--- config.mk ---
export PLATFORM = sky130hd
export DESIGN_NAME = braun_mac_accumulator
export DESIGN_NICKNAME = d
export VERILOG_FILES = /design/src/rtl/braun_pkg.sv /design/src/rtl/braun_multiplier.sv /design/src/rtl/braun_mac_accumulator.sv
export SDC_FILE = /design/constraint.sdc
export NUM_CORES = 1
export LEC_CHECK = 0
export CAP_MARGIN = 20
export CORE_AREA = 2 2 53 55
export CTS_CLUSTER_SIZE = 8
export DETAILED_ROUTE_END_ITERATION = 8
export DIE_AREA = 0 0 55 57
export PLACE_DENSITY = 0.75
export SLEW_MARGIN = 20
export SYNTH_ARGS = -nofsm -noshare
export SYNTH_HDL_FRONTEND = slang
export SYNTH_SLANG_ARGS = --single-unit
--- constraint.sdc ---
create_clock -name clk -period 2.1 [get_ports clk]
set_input_delay 0.21 -clock clk [delete_from_list [all_inputs] [get_ports clk]]
set_output_delay 0.21 -clock clk [all_outputs]
set_load 0.03 [all_outputs]
--- src/rtl/braun_pkg.sv ---
// rtl/braun_pkg.sv - shared types and sizing helpers for the Braun multiplier datapath
package braun_pkg;

  // Operand width of the Braun multiplier (unsigned).
  localparam int OP_W = 2;

  typedef enum logic [1:0] {
    COLLECT = 2'd0,
    DRAIN   = 2'd1,
    DONE    = 2'd2
  } braun_mac_state_t;

  // A 4-bit product is at most 9, so 4 + clog2(count) bits hold count*9.
  function automatic int acc_width(input int count);
    return 4 + $clog2(count);
  endfunction

endpackage

--- src/rtl/braun_multiplier.sv ---
// rtl/braun_multiplier.sv - 2x2 unsigned Braun array multiplier, purely combinational
module braun_multiplier
  import braun_pkg::*;
(
  input  logic [OP_W-1:0]   a,
  input  logic [OP_W-1:0]   b,
  output logic [2*OP_W-1:0] p
);

  logic pp00, pp01, pp10, pp11;
  logic c1;

  // Partial products of the array.
  assign pp00 = a[0] & b[0];
  assign pp10 = a[1] & b[0];
  assign pp01 = a[0] & b[1];
  assign pp11 = a[1] & b[1];

  // Half-adder row: bit 1 and its carry, then bit 2 and the carry into bit 3.
  assign c1   = pp10 & pp01;
  assign p[0] = pp00;
  assign p[1] = pp10 ^ pp01;
  assign p[2] = pp11 ^ c1;
  assign p[3] = pp11 & c1;

endmodule

--- src/rtl/braun_mac_accumulator.sv ---
// rtl/braun_mac_accumulator.sv - frame accumulator of registered Braun products with valid/ready in and out
module braun_mac_accumulator
  import braun_pkg::*;
#(
  parameter int COUNT = 4
) (
  input  logic                          clk,
  input  logic                          rst,
  input  logic                          in_valid,
  output logic                          in_ready,
  input  logic [OP_W-1:0]               a,
  input  logic [OP_W-1:0]               b,
  output logic                          out_valid,
  input  logic                          out_ready,
  output logic [acc_width(COUNT)-1:0]   out_sum
);

  localparam int ACC_W = acc_width(COUNT);
  localparam int CNT_W = $clog2(COUNT + 1);
  localparam logic [CNT_W-1:0] LAST = CNT_W'(COUNT - 1);

  braun_mac_state_t  state;
  logic [3:0]        mult_p;
  logic [3:0]        prod_q;
  logic              prod_v;
  logic [ACC_W-1:0]  acc;
  logic [CNT_W-1:0]  acc_cnt;
  logic [CNT_W-1:0]  sum_cnt;
  logic              accept;

  braun_multiplier u_mult (
    .a (a),
    .b (b),
    .p (mult_p)
  );

  // Ready is a decode of the registered state; held low while reset is asserted.
  assign in_ready = ~rst & (state == COLLECT);
  assign accept   = in_valid & in_ready;

  // Product stage: capture a*b on each accept; prod_v marks a product awaiting its add.
  always_ff @(posedge clk or posedge rst) begin
    if (rst) begin
      prod_q <= '0;
      prod_v <= 1'b0;
    end else begin
      prod_v <= accept;
      if (accept) begin
        prod_q <= mult_p;
      end
    end
  end

  // Frame FSM with the accumulate stage; the last add and the DONE entry share one edge.
  always_ff @(posedge clk or posedge rst) begin
    if (rst) begin
      state     <= COLLECT;
      acc       <= '0;
      acc_cnt   <= '0;
      sum_cnt   <= '0;
      out_valid <= 1'b0;
      out_sum   <= '0;
    end else begin
      if (prod_v) begin
        acc     <= acc + ACC_W'(prod_q);
        sum_cnt <= sum_cnt + CNT_W'(1);
      end
      case (state)
        COLLECT: begin
          if (accept) begin
            acc_cnt <= acc_cnt + CNT_W'(1);
            if (acc_cnt == LAST) begin
              state <= DRAIN;
            end
          end
        end
        DRAIN: begin
          if (prod_v && (sum_cnt == LAST)) begin
            state     <= DONE;
            out_valid <= 1'b1;
            out_sum   <= acc + ACC_W'(prod_q);
          end
        end
        DONE: begin
          if (out_ready) begin
            state     <= COLLECT;
            out_valid <= 1'b0;
            out_sum   <= '0;
            acc       <= '0;
            acc_cnt   <= '0;
            sum_cnt   <= '0;
          end
        end
        default: begin
          state <= COLLECT;
        end
      endcase
    end
  end

endmodule

## Word level (Yosys, flattened, before mapping)

Cells that the tools add are included.

| storage, ports and cells | value |
|---|---|
| register bits after elaboration | 26 |
| bits of input ports | 8 |
| output and inout port bits | 8 |
| logic and storage cells | 57 |

| cells by class | value |
|---|---|
| add/sub/neg operators | 3 |
| equality and inequality tests | 8 |
| muxes and demuxes | 20 |
| bitwise logic cells | 11 |
| reductions and logical operators | 7 |

Operator list:

| kind | number |
|---|---|
| $mux 6 | 5 |
| $mux 3 | 5 |
| $pmux 6 s2 | 1 |
| $and 1x1->1 | 8 |
| $mux 2 | 4 |
| $add 3x1->3 const B | 2 |
| $add 6x4->6 | 1 |
| $eq 3x2->1 const B | 2 |
| $ne 2x2->1 const B | 3 |
| $pmux 2 s3 | 1 |
| $pmux 3 s2 | 1 |
| $reduce_and 3->1 | 2 |
| $reduce_and 4->1 | 1 |
| $reduce_bool 2->1 | 2 |
| $eq 2x1->1 const B | 1 |
| $eq 2x2->1 const B | 1 |
| $logic_not 2->1 | 1 |
| $mux 1 | 2 |
| $ne 2x1->1 const B | 1 |
| $pmux 1 s2 | 1 |
| $xor 1x1->1 | 2 |
| $logic_and 1x1->1 | 1 |
| $not 1->1 | 1 |

## Depth between registers and ports, before layout

| logic depth | value |
|---|---|
| depth after elaboration | 5 |
| mapped depth | 6 |
| mapped depth without buffers | 6 |

## Hierarchy

From an unflattened synthesis, not the netlist that was laid out.

| unflattened totals | value |
|---|---|
| cells, all modules | 121 |
| area, all modules | 1347.5 um^2 |

Modules (own cells, without submodules):

| module | instances | cells an instance | area each (um^2) | sequential area each (um^2) |
|---|---|---|---|---|
| braun_mac_accumulator | 1 | 114 | 1290.0 | 650.6 |
| braun_multiplier | 1 | 7 | 57.6 | 0.0 |

## Worst setup path before layout

No wires, ideal clock.

| timing | value |
|---|---|
| kind | flip-flop to flip-flop |
| from | reg state[1] |
| to | reg prod_q[1] |
| library setup time | 128 ps |
| arrival time | 1569 ps |
| required time | 1972 ps |
| setup slack | 403 ps |
| stages on the path, launching flop included | 5 |
| buffers on the path | 0 |
| period minus slack after synthesis | 1697 ps |
| path through | dfrtp_1 nor3_2 nand2_2 inv_2 mux2_1 |

| on the way | value |
|---|---|
| longest elaborated chain between the ends | 3 |

Ends and longest elaborated chain:

| what | RTL line | source |
|---|---|---|
| from (decl) | braun_mac_accumulator.sv:22 | `braun_mac_state_t state;` |
| from (signal assigned) | braun_mac_accumulator.sv:57 | `state <= COLLECT;` |
| from (signal assigned) | braun_mac_accumulator.sv:73 | `state <= DRAIN;` |
| from (signal assigned) | braun_mac_accumulator.sv:79 | `state <= DONE;` |
| $logic_not 2->1 | braun_mac_accumulator.sv:38 | `assign in_ready = ~rst & (state == COLLECT);` |
| $and 1x1->1 | braun_mac_accumulator.sv:38 |  |
| via in_ready | braun_mac_accumulator.sv:10 | `output logic in_ready,` |
| $and 1x1->1 | braun_mac_accumulator.sv:39 | `assign accept = in_valid & in_ready;` |
| via accept | braun_mac_accumulator.sv:29 | `logic accept;` |
| to (signal assigned) | braun_mac_accumulator.sv:49 | `prod_q <= mult_p;` |
| to (decl) | braun_mac_accumulator.sv:24 | `logic [3:0] prod_q;` |

The timed path passes the listed nets, and every way through them passes these cells.
A chain may end at the register's enable or synchronous reset.

## Final worst setup path

| timing | value |
|---|---|
| from | reg state[1] |
| to | out in_ready |

| on the way | value |
|---|---|
| longest elaborated chain between the ends | 2 |

Ends and longest elaborated chain:

| what | RTL line |
|---|---|
| $logic_not 2->1 | braun_mac_accumulator.sv:38 |
| $and 1x1->1 | braun_mac_accumulator.sv:38 |
| to (decl) | braun_mac_accumulator.sv:10 |

Every way passes these cells.

==> results.sh <==
export IMPL_routedWlPerCell_um=14.2
export IMPL_r2r_slack_ns=0.43
export IMPL_drt_iter0_markers=11
export IMPL_gr_total_overflow=0
export IMPL_clk_latency_ns=0.32
export IMPL_cts_max_path_buffers=2
export IMPL_core_area_um2=2620
export IMPL_cp_max_fo=7
export IMPL_viasPerCell=5.56
export IMPL_crit_type="flop to output port"
export IMPL_start_util=0.501
export IMPL_place_hpwl_um=1860
export IMPL_r2r_end="out_sum[3]$_DFFE_PP0P_"
export IMPL_cts_tree="built"
export IMPL_fmax_mhz=506
export IMPL_use_met3=0.0288
export IMPL_cts_resized=0
export IMPL_p_clk_frac=0.105
export IMPL_synthesis_nets=141
export IMPL_rows=19
export IMPL_synth_distinct_cells=36
export IMPL_leakage_nw=0.727
export IMPL_multiInputGateArea_um2=627
export IMPL_p_seq_frac=0.432
export IMPL_synth_seq_cells=26
export IMPL_routabilityCongestion=0.740
export IMPL_port_buffers=15
export IMPL_netlist_area_um2=1310
export IMPL_grt_use_total=0.193
export IMPL_synth_avg_cell_area_um2=10.7
export IMPL_grt_max_degree=27
export IMPL_crit_required_ns=1.89
export IMPL_fin_worst_skew_ns=0.00410
export IMPL_period_share=0.941
export IMPL_pwr_share_comb=0.463
export IMPL_setup_viol=0
export IMPL_fillers=236
export IMPL_fin_area_um2=1530
export IMPL_switching_power_uw=801
export IMPL_dpl_worst_slack_ns=0.364
export IMPL_grt_pass1_wl_um=4360
export IMPL_cts_sinks=26
export IMPL_rsz0062_at_grt="false"
export IMPL_area_growth_pct=17.1
export IMPL_antenna_found_initial=0
export IMPL_worstReg2RegStart="sum_cnt[0]$_DFF_PP0_"
export IMPL_cts_made_buffers=3
export IMPL_vias=957
export IMPL_yosysWarnings=0
export IMPL_cp_end_kind="output port"
export IMPL_r2r_cells=5
export IMPL_postCtsHoldBufs=0
export IMPL_finalSetupTns_ns=0
export IMPL_nNetsFinal=162
export IMPL_die_width_um=55
export IMPL_ff_latch_area_um2=651
export IMPL_setup_slack_ns=0.124
export IMPL_maxSlewViolCount=0
export IMPL_final_cells=172
export IMPL_postRouteAntennaNets=0
export IMPL_die_y_um=57
export IMPL_htreeDepth=1
export IMPL_ys_seq_area_frac=0.497
export IMPL_p_sw_frac=0.397
export IMPL_grt_met2_usage=0.332
export IMPL_grt_pass1_vias=1010
export IMPL_cp_data_arrival_time_ns=1.77
export IMPL_cts_root_buf="clkbuf_4"
export IMPL_hold_class="input port to asynchronous set/reset pin"
export IMPL_hold_viol_final=0
export IMPL_maxCapViolCount=0
export IMPL_dieArea_um2=3140
export IMPL_slew_headroom=0.776
export IMPL_placed_cell_area_um2=1510
export IMPL_synth_cells=122
export IMPL_outcome="completed"
export IMPL_cts_setup_buffers=0
export IMPL_startpoint_type="flop"
export IMPL_grt_busiest_layer="met2"
export IMPL_vdd_drop_max_uv=758
export IMPL_layout_min_cycle_time_ns=1.98
export IMPL_tightest_slew_ns=0.336
export IMPL_num_io_pins=16
export IMPL_drt_drc_violations_left=0
export IMPL_p_per_area_nw_per_um2=1320
export IMPL_global_route_usage_met1=0.228
export IMPL_drt_total_wl_um=2450
export IMPL_drtPass1Iterations=4
export IMPL_place_inst=169
export IMPL_power_internal_mw=1.22
export IMPL_path_clk_slew_ns=0.14
export IMPL_drive_gt1_frac=0.0780
export IMPL_num_antenna_cells=0
==> cells by family after synthesis <==
| group | Yosys count | synth area share |
|---|---|---|
| AND/OR/NAND/NOR | 42 | 0.169 |
| flip-flops | 26 | 0.497 |
| AO/OA/AOI/OAI | 24 | 0.116 |
| adder cells (fa/ha/maj) | 11 | 0.111 |
| buffers and inverters | 8 | 0.0248 |
| multiplexers | 7 | 0.0564 |
| XOR/XNOR | 4 | 0.0267 |
==> placed cells by master (no fill, tap or decap), types with 2 or more instances in the layout <==
master            n
clkdlybuf4s50_1  15
inv_2             2
nand3_1           4
mux2i_1           4
xnor2_1           4
dfrtp_1          26
o21ai_1           6
ha_1             10
inv_1             4
nor2_1            8
nand2b_1          2
mux2_1            3
nand3b_1          2
a22o_1            2
nand2_1          13
buf_4             3
clkbuf_4          3
and2_1            3
a211oi_1          2
a21oi_1           7
==> critical path, cell delays in order, from the launching register on <==
cell and delay (ns):
dfrtp_1 0.48, nor3_2 0.26, clkdlybuf4s50_1 0.71
==> stage by stage <==
stage | utilization | total power, mW | hold slack, ns
2_1_floorplan | - | 1.53 | 0.250
3_3_place_gp | 0.578 | 1.77 | 0.469
3_5_place_dp | 0.578 | 1.83 | 0.473
4_1_cts | 0.587 | 2.04 | 0.288
5_1_grt | 0.587 | 2.20 | 0.308
6_report | 0.587 | 2.02 | 0.275
==> synthesized netlist by cell type (all sizes together) <==
library cell  count  area share
nand2b            2      0.0095
nor2              9       0.028
a22o              2       0.013
o21ai             7       0.027
fa                1       0.015
a32o              1      0.0076
and2              3       0.014
mux2              3       0.026
ha               10       0.096
a21o              1      0.0057
buf               2      0.0076
and3b             1      0.0067
nand2            14       0.042
or4               1      0.0057
xnor2             4       0.027
nand3b            2       0.011
a22oi             1      0.0057
a211oi            2       0.011
and4b             1      0.0076
nand3             4       0.015
a211o             1      0.0067
nand4b            1      0.0067
or2               1      0.0048
o31ai             1      0.0057
nor3              2       0.011
a21oi             7       0.027
inv               6       0.017
mux2i             4       0.031
nor3b             1      0.0057
dfrtp            26        0.50
o21a              1      0.0057
==> routing by layer <==
metal	vias to the layer above	share of wire
met2	16	0.52
met5	-	0
met1	470	0.43
met3	4	0.030
met4	0	0.021
li1	467	-
==> worst max path at each step <==
| stage | startpoint | to | slack [ns] | depth (start not counted) |
|---|---|---|---|---|
| 2_1_floorplan | state[1]$_DFFE_PP0P_ | prod_q[1]$_DFFE_PP0P_ | 0.40 | 4 |
| 3_3_place_gp | rst | in_ready | 0.39 | 3 |
| 3_5_place_dp | rst | in_ready | 0.36 | 3 |
| 4_1_cts | state[1]$_DFFE_PP0P_ | in_ready | 0.11 | 2 |
| 5_1_grt | state[1]$_DFFE_PP0P_ | in_ready | 0.03 | 2 |
| 6_report | state[1]$_DFFE_PP0P_ | in_ready | 0.12 | 2 |
==> area by class of cell <==
cell class,instances,share of cell area
clock buffer,3,0.0147
inverter,6,0.0147
multi-input combinational,88,0.409
sequential,26,0.424
tap,31,0.0253
timing repair buffer,18,0.113
==> registers in the layout (all words and copies together) (netlist names) <==
register	cells
prod_v	1
acc_cnt	3
out_sum	6
prod_q	4
out_valid	1
state	2
acc	6
sum_cnt	3
==> power by group through the flow <==
stage                     clock network [mW]  registers, mW  logic [mW]
final                                  0.211          0.874       0.935
after global routing                   0.233          0.909        1.06
after CTS                              0.217          0.876       0.950
after detailed placement                   0          0.889       0.944
after global placement                     0          0.872       0.900
after floorplan                            0          0.960       0.565
Power figures use the tool's default switching activity.
==> edit (config.mk and constraints unchanged) <==
Change the parameter `COUNT` from 4 to 2.
--- a/src/rtl/braun_mac_accumulator.sv
+++ b/src/rtl/braun_mac_accumulator.sv
@@ -3,5 +3,5 @@
   import braun_pkg::*;
 #(
-  parameter int COUNT = 4
+  parameter int COUNT = 2
 ) (
   input  logic                          clk,
Interface: changed (resized out_sum); port bits go from 16 to 15. The function was not compared with the original's and may differ.
==> edit against the original RTL <==
Clock power down 15%; clock skew hardly changed; routed wire length fell by 23%; final area is 13% lower; utilization fell by 7.7 points; power shrank 15%; area after synthesis fell by 13%; setup slack better by 70 ps; sequential cell count is 4 lower; synthesized cell count decreased by 16%; register-to-register slack lost 20 ps; largest cell class unchanged; largest power group unchanged; highest routed layer unchanged.
==> edit: results <==
[pwr]
p_int_uw = 1050
irDropWorstVdd_uv = 643
power.leakage_uw = 0.000643

[clock_tree]
cts_root_buffer = "clkbuf_4"
clkTransAtPathRegs_ps = 110
cts_resized = 0
postCtsSetupRepairBufs = 0
clk_latency_ps = 290
clockBufferDepth = 2
htreeDepth = 1

[placed_design]
io_buffers = 14
hpwlAfterDp_um = 1530
detailedPlace.worstSlack_ps = 368
place_congestion = 0.820

[detailed_routing]
drt_iter0_drc = 9
wl_per_cell_um = 12.7
firstDrtPassIters = 4
vias_per_cell = 5.18

[sta]
hold_viol = 0
tightest_slew_ps = 417
skew_ps = 4.12

[critical_path]
timing.critical_path.from = "state[1]$_DFFE_PP0P_"
worstPathMaxFanout = 3
reg2reg_from = "acc[0]$_DFF_PP0_"
critPathArrivalTime_ps = 1700

[final_layout]
num-nets-final = 137
reg_top3 = "acc (5), out_sum (5), prod_q (4)"
fillCellCount = 234
diodes = 0
drive_above_1_share_pct = 13.6

[yosys]
syn-num-nets = 119
synth_compound_area_share_pct = 10.3
synth-xor-area-share_pct = 3.83
synthTopCellsByCount = "dfrtp_1, inv_1, ha_1, nor2_1, nand2_1"
synth_cell_type_count = 31
synth-async-reset-ratio_pct = 100
muxShareOfSynthArea_pct = 4.60
yosysSeqAreaShare_pct = 48.1
synth_area_leaders = "dfrtp_1, ha_1, inv_1"
synth_fa_ha_area_share_pct = 10.5

[global_routing]
grt_pass1_wl_um = 3350
use_met2_pct = 21.9
met3_usage_pct = 4.71
gr-usage-met1_pct = 20.2
grt_max_degree = 23
grt_usage_pct = 14.6
first_global_vias = 767
antenna_found_initial = 0

[status]
outcome = "finished, final reports clean"

[worst_hold_path]
hp-class = "input pin to async pin"
## edit: final timing paths
| path | endpoint | slack [ps] | depth (start not counted) |
|---|---|---|---|
| max | in_ready | 190 | 2 |
| min | state[1]$_DFFE_PP0P_ | 320 | 3 |
| max reg2reg | out_sum[4]$_DFFE_PP0P_ | 410 | 7 |
| min reg2reg | out_valid$_DFFE_PP0P_ | 500 | 2 |
| max in group asynchronous | acc[2]$_DFF_PP0_ | 1560 | 3 |
| min in group clk | prod_q[0]$_DFFE_PP0P_ | 490 | 3 |
## edit: power groups by stage
| stage | registers, uW | clock network [uW] | logic [uW] |
|---|---|---|---|
| global placement | 712 | 0 | 791 |
| floorplan | 781 | 0 | 516 |
| finish | 714 | 179 | 818 |
| global route | 735 | 214 | 912 |
| detailed placement | 720 | 0 | 826 |
| CTS | 711 | 187 | 828 |
## edit: cells by family (layout without fill, tap and decap cells)
kind of cell,Yosys count,in the layout
mux,5,5
buf+inv,12,28
simple gates,33,33
flops,22,22
fa+ha+maj,9,9
compound gates,16,16
xor+xnor,5,5
## edit: worst max-delay path, cell delays in order, from the launching register on
cell	delay (ps)
dfrtp_1	460
nor3_2	240
clkdlybuf4s50_1	700
## edit: cell type report
cell class,instances,share of cell area (%)
repair buffers,15,11.1
inverters,10,3.00
clock buffers,3,1.69
well taps,31,2.91
flip-flops and latches,22,41.3
multi-input cells,68,40.1
## edit: per-stage QoR
stage	cells	area, sq um	power [uW]
2_1_floorplan	102	1140	1300
3_3_place_gp	146	1310	1500
3_5_place_dp	146	1310	1550
4_1_cts	149	1330	1730
5_1_grt	149	1330	1860
6_report	149	1330	1710
## edit: routing by layer
metal | vias up | share of wire, %
li1 | 380 | -
met2 | 15 | 47
met3 | 2 | 3.0
met4 | 0 | 1.4
met1 | 375 | 48
met5 | - | 0
